**src/rtl/pupil_match_ctrl.sv**
```systemverilog
// pupil_match_ctrl
// Sequences one template-matching pass of the TPL_DIM x TPL_DIM pupil template
// against a candidate origin in the frame buffer. For every template cell it
// presents the cell-centre coordinate to the combinational template lookup,
// fetches the frame pixel at origin+offset over a req/valid handshake, and
// accumulates the sum of absolute differences (SAD). The lowest SAD seen since
// reset (or since iCLR_BEST) is kept together with its origin.
//
// Optional feature (macro PUPIL_EARLY_ABORT_EN): a candidate stops as soon as
// its running SAD reaches the current best, reporting the partial SAD and
// pulsing oABORT together with oDONE. Undefined by default: every cell is
// always processed and oABORT does not exist.
module pupil_match_ctrl #(
  parameter int TPL_DIM = 16,
  parameter int HALVING = 3,
  parameter int PIX_W   = 10,
  parameter int SCORE_W = 18
) (
  input  logic               iCLK,
  input  logic               iRST_N,
  input  logic               iSTART,
  input  logic [12:0]        iBASE_X,
  input  logic [12:0]        iBASE_Y,
  input  logic               iCLR_BEST,
  output logic [12:0]        oTPL_X,
  output logic [12:0]        oTPL_Y,
  input  logic [10:0]        iTPL_VAL,
  output logic               oPIX_REQ,
  output logic [12:0]        oPIX_X,
  output logic [12:0]        oPIX_Y,
  input  logic               iPIX_VALID,
  input  logic [PIX_W-1:0]   iPIX_VAL,
  output logic               oBUSY,
  output logic               oDONE,
  output logic [SCORE_W-1:0] oSCORE,
  output logic [SCORE_W-1:0] oBEST_SCORE,
  output logic [12:0]        oBEST_X,
`ifdef PUPIL_EARLY_ABORT_EN
  output logic               oABORT,
`endif
  output logic [12:0]        oBEST_Y
);

  localparam int COORD_W = 13;
  localparam int CELL_W  = $clog2(TPL_DIM);
  localparam int IDX_W   = 2 * CELL_W;
  localparam int CELLS   = TPL_DIM * TPL_DIM;

  localparam logic [IDX_W-1:0]   LAST_IDX  = IDX_W'(CELLS - 1);
  localparam logic [COORD_W-1:0] HALF_CELL = COORD_W'(1 << (HALVING - 1));

  typedef enum logic [2:0] {
    ST_IDLE,
    ST_ISSUE,
    ST_WAIT,
    ST_ACC,
    ST_DONE
  } stateType;

  stateType state, nextState;

  // Candidate origin and cell walk.
  logic [COORD_W-1:0] baseX, baseY;
  logic [IDX_W-1:0]   cellIdx;

  // Operands and accumulator.
  logic [PIX_W-1:0]   tplQ, pixQ;
  logic [PIX_W-1:0]   absDiff;
  logic [SCORE_W-1:0] acc, accNext;

  // FSM strobes.
  logic startAccept;
  logic advance;
  logic finish;
  logic stopEarly;
  logic passAborted;

  // Next cell coordinates, shared by the start and advance paths.
  logic [IDX_W-1:0]   loadIdx;
  logic [COORD_W-1:0] selBaseX, selBaseY;
  logic [COORD_W-1:0] nextTplX, nextTplY;

  // The lookup result is one bit wider than the SAD operand; the top bit is dropped.
  logic unusedTplBits;
  assign unusedTplBits = ^iTPL_VAL[10:PIX_W];

  // Cell centre in template space: (c << HALVING) + half a cell.
  function automatic logic [COORD_W-1:0] cellCentre(input logic [CELL_W-1:0] c);
    return (COORD_W'(c) << HALVING) + HALF_CELL;
  endfunction

  // SAD step for the cell currently held in tplQ/pixQ.
  always_comb begin
    absDiff = (pixQ >= tplQ) ? (pixQ - tplQ) : (tplQ - pixQ);
    accNext = acc + SCORE_W'(absDiff);
  end

`ifdef PUPIL_EARLY_ABORT_EN
  assign stopEarly   = (accNext >= oBEST_SCORE);
  assign passAborted = oABORT;
`else
  assign stopEarly   = 1'b0;
  assign passAborted = 1'b0;
`endif

  // Coordinates for the cell about to be issued: cell 0 on start, k+1 on advance.
  always_comb begin
    loadIdx  = startAccept ? '0 : (cellIdx + IDX_W'(1));
    selBaseX = startAccept ? iBASE_X : baseX;
    selBaseY = startAccept ? iBASE_Y : baseY;
    nextTplX = cellCentre(loadIdx[CELL_W-1:0]);
    nextTplY = cellCentre(loadIdx[IDX_W-1:CELL_W]);
  end

  // FSM state register.
  // NOTE: sequential state uses non-blocking assignments so every register
  // samples pre-edge values regardless of block ordering.
  always_ff @(posedge iCLK or negedge iRST_N) begin
    if (!iRST_N) begin
      state <= ST_IDLE;
    end else begin
      state <= nextState;
    end
  end

  // FSM next-state and control strobes.
  // NOTE: every signal written here gets a default first, so no path can
  // leave one unassigned and infer a latch.
  always_comb begin
    nextState   = state;
    startAccept = 1'b0;
    advance     = 1'b0;
    finish      = 1'b0;
    unique case (state)
      ST_IDLE: begin
        if (iSTART) begin
          startAccept = 1'b1;
          nextState   = ST_ISSUE;
        end
      end
      ST_ISSUE: nextState = ST_WAIT;
      ST_WAIT: begin
        if (iPIX_VALID) begin
          nextState = ST_ACC;
        end
      end
      ST_ACC: begin
        if ((cellIdx == LAST_IDX) || stopEarly) begin
          finish    = 1'b1;
          nextState = ST_DONE;
        end else begin
          advance   = 1'b1;
          nextState = ST_ISSUE;
        end
      end
      ST_DONE: nextState = ST_IDLE;
      default: nextState = ST_IDLE;
    endcase
  end

  // Origin latch, cell index and registered lookup / frame-read coordinates.
  always_ff @(posedge iCLK or negedge iRST_N) begin
    if (!iRST_N) begin
      baseX   <= '0;
      baseY   <= '0;
      cellIdx <= '0;
      oTPL_X  <= '0;
      oTPL_Y  <= '0;
      oPIX_X  <= '0;
      oPIX_Y  <= '0;
    end else if (startAccept || advance) begin
      if (startAccept) begin
        baseX <= iBASE_X;
        baseY <= iBASE_Y;
      end
      cellIdx <= loadIdx;
      oTPL_X  <= nextTplX;
      oTPL_Y  <= nextTplY;
      // Frame addresses wrap modulo 2^13 by construction of the width.
      oPIX_X  <= selBaseX + nextTplX;
      oPIX_Y  <= selBaseY + nextTplY;
    end
  end

  // Operand capture and SAD accumulation.
  always_ff @(posedge iCLK or negedge iRST_N) begin
    if (!iRST_N) begin
      tplQ <= '0;
      pixQ <= '0;
      acc  <= '0;
    end else begin
      if (state == ST_ISSUE) begin
        tplQ <= iTPL_VAL[PIX_W-1:0];
      end
      // Valid strobes outside WAIT belong to nobody and are dropped.
      if ((state == ST_WAIT) && iPIX_VALID) begin
        pixQ <= iPIX_VAL;
      end
      if (startAccept) begin
        acc <= '0;
      end else if (state == ST_ACC) begin
        acc <= accNext;
      end
    end
  end

  // Handshake, status and result outputs.
  always_ff @(posedge iCLK or negedge iRST_N) begin
    if (!iRST_N) begin
      oPIX_REQ <= 1'b0;
      oBUSY    <= 1'b0;
      oDONE    <= 1'b0;
      oSCORE   <= '0;
    end else begin
      oPIX_REQ <= (nextState == ST_ISSUE);
      oBUSY    <= (nextState != ST_IDLE);
      oDONE    <= finish;
      if (finish) begin
        oSCORE <= accNext;
      end
    end
  end

`ifdef PUPIL_EARLY_ABORT_EN
  // Abort flag rides alongside oDONE for passes cut short by the best score.
  always_ff @(posedge iCLK or negedge iRST_N) begin
    if (!iRST_N) begin
      oABORT <= 1'b0;
    end else begin
      oABORT <= finish && stopEarly;
    end
  end
`endif

  // Best-match record; a clear in the DONE cycle overrides the update.
  always_ff @(posedge iCLK or negedge iRST_N) begin
    if (!iRST_N) begin
      oBEST_SCORE <= '1;
      oBEST_X     <= '0;
      oBEST_Y     <= '0;
    end else if (iCLR_BEST) begin
      oBEST_SCORE <= '1;
      oBEST_X     <= '0;
      oBEST_Y     <= '0;
    end else if ((state == ST_DONE) && !passAborted && (acc < oBEST_SCORE)) begin
      oBEST_SCORE <= acc;
      oBEST_X     <= baseX;
      oBEST_Y     <= baseY;
    end
  end

endmodule
```
**config.mk**
```make
export PLATFORM = sky130hd
export DESIGN_NAME = pupil_match_ctrl
export DESIGN_NICKNAME = d
export VERILOG_FILES = /design/src/rtl/pupil_match_ctrl.sv
export SDC_FILE = /design/constraint.sdc
export NUM_CORES = 1
export LEC_CHECK = 0
export ABC_AREA = 1
export CORE_MARGIN = 8
export CORE_UTILIZATION = 25
export DETAILED_ROUTE_END_ITERATION = 16
export PLACE_DENSITY = 0.47
export SLEW_MARGIN = 20
export SYNTH_ARGS = -nofsm -noshare
export SYNTH_HDL_FRONTEND = slang
export SYNTH_SLANG_ARGS = --single-unit
export TNS_END_PERCENT = 10
```
**constraint.sdc**
```tcl
create_clock -name iCLK -period 2.6 [get_ports iCLK]
set_input_delay 0.52 -clock iCLK [delete_from_list [all_inputs] [get_ports iCLK]]
set_output_delay 0.52 -clock iCLK [all_outputs]
set_load 0.05 [all_outputs]
```
==> results of run 1 <==
-- cells by family after synthesis --
group	count (synthesis)	synth area share, %
DFF	163	41.8
buffers and inverters	240	10.7
and+or+nand+nor	691	29.8
AOI/OAI and AO/OA	142	7.72
other	1	0.0382
xor gates and xnor gates	21	1.87
adders and majority gates	60	8.03
muxes	1	0.115
-- flip-flops by register name, summed over array words and instances (netlist names) --
name,cells
cellIdx,8
oSCORE,18
oPIX_REQ,1
baseX,11
oPIX_X,13
oBEST_SCORE,18
state,3
tplQ,10
oBEST_Y,13
oBEST_X,13
oPIX_Y,13
oBUSY,1
baseY,11
oDONE,1
pixQ,10
oTPL_Y,1
acc,18
-- per-layer routing --
layer  wire [µm]  vias to the layer above  GRT usage, %
li1            -                     4632             -
met4         446                        2          4.36
met1       14600                     4255          17.4
met2       15800                      156          24.2
met3        1480                       31          3.89
met5          12                        -             0
-- metrics by stage --
step	utilization (%)	TNS (ns)	cell area, µm²	cells
after floorplan	-	-2.40	9950	1334
after CTS	35.2	-7.67	13600	2113
after global routing	36.1	-15.15	14000	2117
after detailed placement	33.1	-21.54	12800	2081
after global placement	33.1	-20.64	12800	2081
final	36.1	-9.57	14000	2117
-- repair_timing --
action                                  CTS  global route
cloned                                    0             1
hold endpoints to repair                  0             0
buffers inserted                          0             3
resized for setup                        61            81
pin swaps                                16            33
endpoints found under the setup margin   37            46
-- synth_stat cells (2+ instances only) --
cell      count
o21ai_1      11
nand2_2      12
xor2_1       17
o21bai_1      2
nor3_1        7
a21oi_1      56
or2_2         5
inv_2         5
buf_6         4
nand3_1     121
dfrtp_1     145
buf_2        15
nor2_2        5
nand4_1      10
o21ai_2       2
a31oi_1       2
fa_1          5
nor2_1       97
a21o_1        6
o21ai_0      58
nor2_4        4
clkbuf_1     15
dfstp_2      18
xnor2_1       4
ha_1         55
o22ai_1       3
nand3b_1      3
inv_1       174
nand2_1     421
buf_4        27
-- worst paths after layout --
| check | from | endpoint | slack (ns) | cells after the start |
|---|---|---|---|---|
| max in group asynchronous | iRST_N | oBEST_SCORE[3] | 1.84 | 2 |
| min in group iCLK | oSCORE[2] | oSCORE[2] | 0.47 | 2 |
| worst min-delay path | iRST_N | tplQ[1] | 0.04 | 1 |
| worst min register to register | oSCORE[2] | oSCORE[2] | 0.47 | 2 |
| worst max-delay path | pixQ[0] | acc[16] | -0.38 | 19 |
| worst max register to register | pixQ[0] | acc[16] | -0.38 | 19 |
-- final cells by class --
class | count | area (µm²) | area share (%)
clock buffer | 24 | 492 | 3.51
clock inverter | 8 | 98.8 | 0.707
inverter | 179 | 679 | 4.86
multi-input combinational | 931 | 5320 | 38.0
sequential | 163 | 4100 | 29.3
tap | 518 | 648 | 4.63
timing repair buffer | 294 | 2660 | 19.0
-- worst max-delay path: stages (launching register included) --
cell and delay [ns]:
dfrtp_1 0.39, inv_2 0.08, ha_4 0.13, inv_2 0.04, fa_2 0.38, nand3_2 0.07
nand4_1 0.22, buf_6 0.22, buf_6 0.11, a21oi_4 0.12, nor2_4 0.06, ha_4 0.30
nand2_4 0.07, or2_4 0.24, nand3_4 0.11, nand2_4 0.07, nand2_2 0.08, nand2_2 0.05
nand3_1 0.07, nand2_1 0.06
==> impl_metrics.toml, run 1 <==
[run_status]
status = "complete, but fails checks"
violations = "negative setup slack"

[drt]
vias = 9076
wl_per_cell_um = 15.3
dr.pass1.iters = 5
drt_wl_total_um = 32400
first_iter_violations = 391
drcViolationCount = 0
ant_nets = 0
vias_per_cell = 4.29

[cts]
clk_pin_slew_ns = 0.07
cts_tree = "built"
hold_buffers = 0
clock_sinks = 163
worst_skew_pair.late_latency_ns = 0.46
ctsHtreeMaxLevel = 4
cts_buffers = 17
clockRootBuffer = "clkbuf_16"
max-clock-path-buffers = 2

[grt]
grt_start_max_net_pins = 51
antenna_found_initial = 1
grt_pass1_vias = 9473
globalRouteTotalUtil_pct = 14.2
grt_pass1_wl_um = 52200
grt-ovfl-total = 0

[yosys]
synthArstFlopShare_pct = 100
netlist_top_cells_area = "dfrtp_1 37%, nand2_1 16%, ha_1 7.0%"
ys_seq_area_share_pct = 41.8
avgSynthCellArea_um2 = 7.45
synth_top_area_share_pct = 36.9
ys_ff_latch = 163
synth_ff_type = "dfrtp_1"
synth_cells = 1319
synth_edf_count = 0
synth_top_cell_by_area = "dfrtp_1"
synth_area_um2 = 9820
yosys_warnings = 0
synthDistinctLibCells = 40

[timing]
fin_skew_ns = 0.0132
finalCritPeriodShare_pct = 115
finalWorstSetupSlack_ns = -0.383
rsz0062_at_grt = "true"
max_slew_margin_pct = 52.9
whs_ns = 0.0371
hold_viol_final = 0
setup_violations = 32
worst_pin_slew_ns = 0.704
finalMaxSlewViolations = 0
fin_crit_ns = 2.98
fmax_mhz = 335

[floorplan]
rows = 72
die_width_um = 214
coreArea_um2 = 38700
pin_count = 169
initial_core_util_pct = 25.4
die_h_um = 214
die_area_um2 = 45900

[layout]
final_common_cell = "nand2_1"
nFillCells = 4126
antenna_cells = 0
layout-drive-gt1-share_pct = 21.5
syn2layout_area_growth_pct = 42.5
layout_common_cells = "391 x nand2_1, 164 x inv_1, 150 x clkdlybuf4s50_1, 145 x dfrtp_1, 134 x buf_4"
final_nets = 1698

[setup_path]
path_class = "reg2reg"
arrival_ns = 3.33
critPathMaxFanout = 5
crit_path_start_kind = "flop"
crit_required_ns = 2.95
end_kind = "flop"

[placement]
dp_hpwl_um = 24500
port_buffers = 151
post-place-ws_ns = -0.577
place.gp.congestion = 0.840

[job]
maxCapViolations = 0

[worst_hold_path]
min_path_type = "in2async"
Power of run 1 is not shown: default switching activity piles up to over one toggle a cycle in this logic, so the estimate is an artifact.
==> inputs of run 2 (changes only) <==
- PLACE_DENSITY: 0.47 -> 0.46
- clock period: 2.6 -> 3.3 ns (I/O delays scaled with it)
==> run 2 against run 1 <==
  * The flow now finishes without violations
  * Critical path depth rose by 3
  * Clock skew fell by 0.0014 ns
  * Wire length fell by 1.7%
  * Global-route usage fell by 0.38 points
  * Critical endpoint is now acc[15]
  * Highest routed layer unchanged
  * Final area fell by 5.2%
==> impl_metrics.toml, run 2 (synthesis results as in run 1) <==
[layout]
syn2layout_area_growth_pct = 35.1
final_nets = 1639
layout_common_cells = "404 x nand2_1, 169 x inv_1, 150 x clkdlybuf4s50_1, 145 x dfrtp_1, 113 x nand3_1"
largest_registers = "acc: 18 flops, oBEST_SCORE: 18 flops, oSCORE: 18 flops"
layout-drive-gt1-share_pct = 15.6
final_common_cell = "nand2_1"

[cts]
clock_sinks = 163
cts_buffers = 17
max-clock-path-buffers = 2
ctsHtreeMaxLevel = 4
clockRootBuffer = "clkbuf_16"
hold_buffers = 0
cts_tree = "built"
clk_pin_slew_ns = 0.07
worst_skew_pair.late_latency_ns = 0.44

[timing]
hold_viol_final = 0
worst_pin_slew_ns = 0.888
max_slew_margin_pct = 40.6
finalMaxSlewViolations = 0
rsz0062_at_grt = "true"
fin_skew_ns = 0.0118
finalCritPeriodShare_pct = 96.2
fmax_mhz = 315
finalSetupTns_ns = 0
fin_crit_ns = 3.17
setup_violations = 0

[floorplan]
die_width_um = 214
rows = 72
die_h_um = 214
pin_count = 169
coreArea_um2 = 38700
die_area_um2 = 45900
initial_core_util_pct = 25.4

[setup_path]
crit_chain = "inv_2, ha_2, inv_2, fa_2, nand3_2, nand4_1, buf_6, buf_4, nor2_1, a21oi_1, buf_4, ha_4, nand2_2, buf_4, nor2_1, nand2_1, nand2_2, nand2_2, nand2_1, nand2_1, nand3_1, o21ai_1"
end_kind = "flop"
path_delay_family = "simple AND/OR/NAND/NOR gates"
critPathSlowestCell = "fa_2"
crit_required_ns = 3.62
path_class = "reg2reg"
arrival_ns = 3.50
r2r_setup_slack_ns = 0.13
critPathMaxFanout = 6
crit_path_start_kind = "flop"
slowest_delay_ns = 0.43
path_buf_inv = 6

[power]
peakVddDrop_uv = 554
leakagePower_nw = 6.68
power.density_nw_per_um2 = 1290
p_total_mw = 17.2

[grt]
grt_pass1_wl_um = 50500
globalRouteTotalUtil_pct = 13.9
grt_start_max_net_pins = 74
grt_pass1_vias = 8967
grt-ovfl-total = 0
antenna_found_initial = 4

[drt]
drcViolationCount = 0
vias = 8820
wl_per_cell_um = 15.5
vias_per_cell = 4.28
dr.pass1.iters = 5
drt_wl_total_um = 31800
first_iter_violations = 363
ant_nets = 0

[run_status]
status = "finished clean"

[placement]
place.gp.congestion = 0.775
port_buffers = 151
dp_hpwl_um = 24000

[job]
maxCapViolations = 0

[worst_hold_path]
min_path_type = "in2async"
[run 2: cell types whose count changed in the layout (fill, tap and decap cells not counted), sizes merged]
cell,change
buf,-59
clkinv,+4
diode,+1
clkinvlp,-1
clkbuf,-3
bufinv,+1
inv,-1
[run 2: worst paths after layout]
path,start,to,depth (start not counted)
worst max-delay path,pixQ[0],acc[15],22
worst min-delay path,iRST_N,oPIX_X[0],1
worst max register to register,pixQ[0],acc[15],22
worst min register to register,oSCORE[2],oSCORE[2],2
max in group asynchronous,iRST_N,oBEST_SCORE[0],2
min in group iCLK,oSCORE[2],oSCORE[2],2
[run 2: metrics by stage]
| step | std cells | area [µm²] | setup WS (ns) | hold WS [ns] | utilization, % |
|---|---|---|---|---|---|
| final | 2059 | 13300 | 0.126 | 0.240 | 34.2 |
| after global routing | 2058 | 13300 | -0.0504 | 0.293 | 34.2 |
| after CTS | 2053 | 12900 | 0.00768 | 0.276 | 33.3 |
| after detailed placement | 2021 | 12300 | -0.0935 | 0.459 | 31.7 |
| after global placement | 2021 | 12300 | -0.125 | 0.459 | 31.7 |
| after floorplan | 1334 | 9880 | 0.403 | 0.364 | - |
[run 2: routing by layer]
| layer | wire (µm) | GRT usage [%] |
|---|---|---|
| met5 | 35 | 0 |
| met4 | 312 | 2.90 |
| met3 | 1810 | 4.34 |
| met2 | 15500 | 23.6 |
| met1 | 14200 | 17.0 |
[run 2: cell type report]
class                           instances  area (µm²)
Timing Repair Buffer                  235        2180
Clock buffer                           21         440
Inverter                              179         672
Multi-Input combinational cell        931        5080
Tap cell                              518         648
Fill cell                            4156       25500
Sequential cell                       163        4100
Antenna cell                            1        2.50
Clock inverter                         11         136
[run 2: timing repair]
item / in CTS / in global routing
resized for setup: 9 / 76
hold endpoints to repair: 0 / 0
pin swaps: 0 / 15
setup endpoints to repair: 22 / 28
buffers inserted: 0 / 5
[run 2: power breakdown]
part / switching [mW] / internal [mW] / leakage, nW
sequential: 0.488 / 2.68 / 2.02
clock: 0.853 / 1.18 / 0.284
combinational: 7.08 / 4.86 / 4.38
Power figures use the tool's default switching activity.
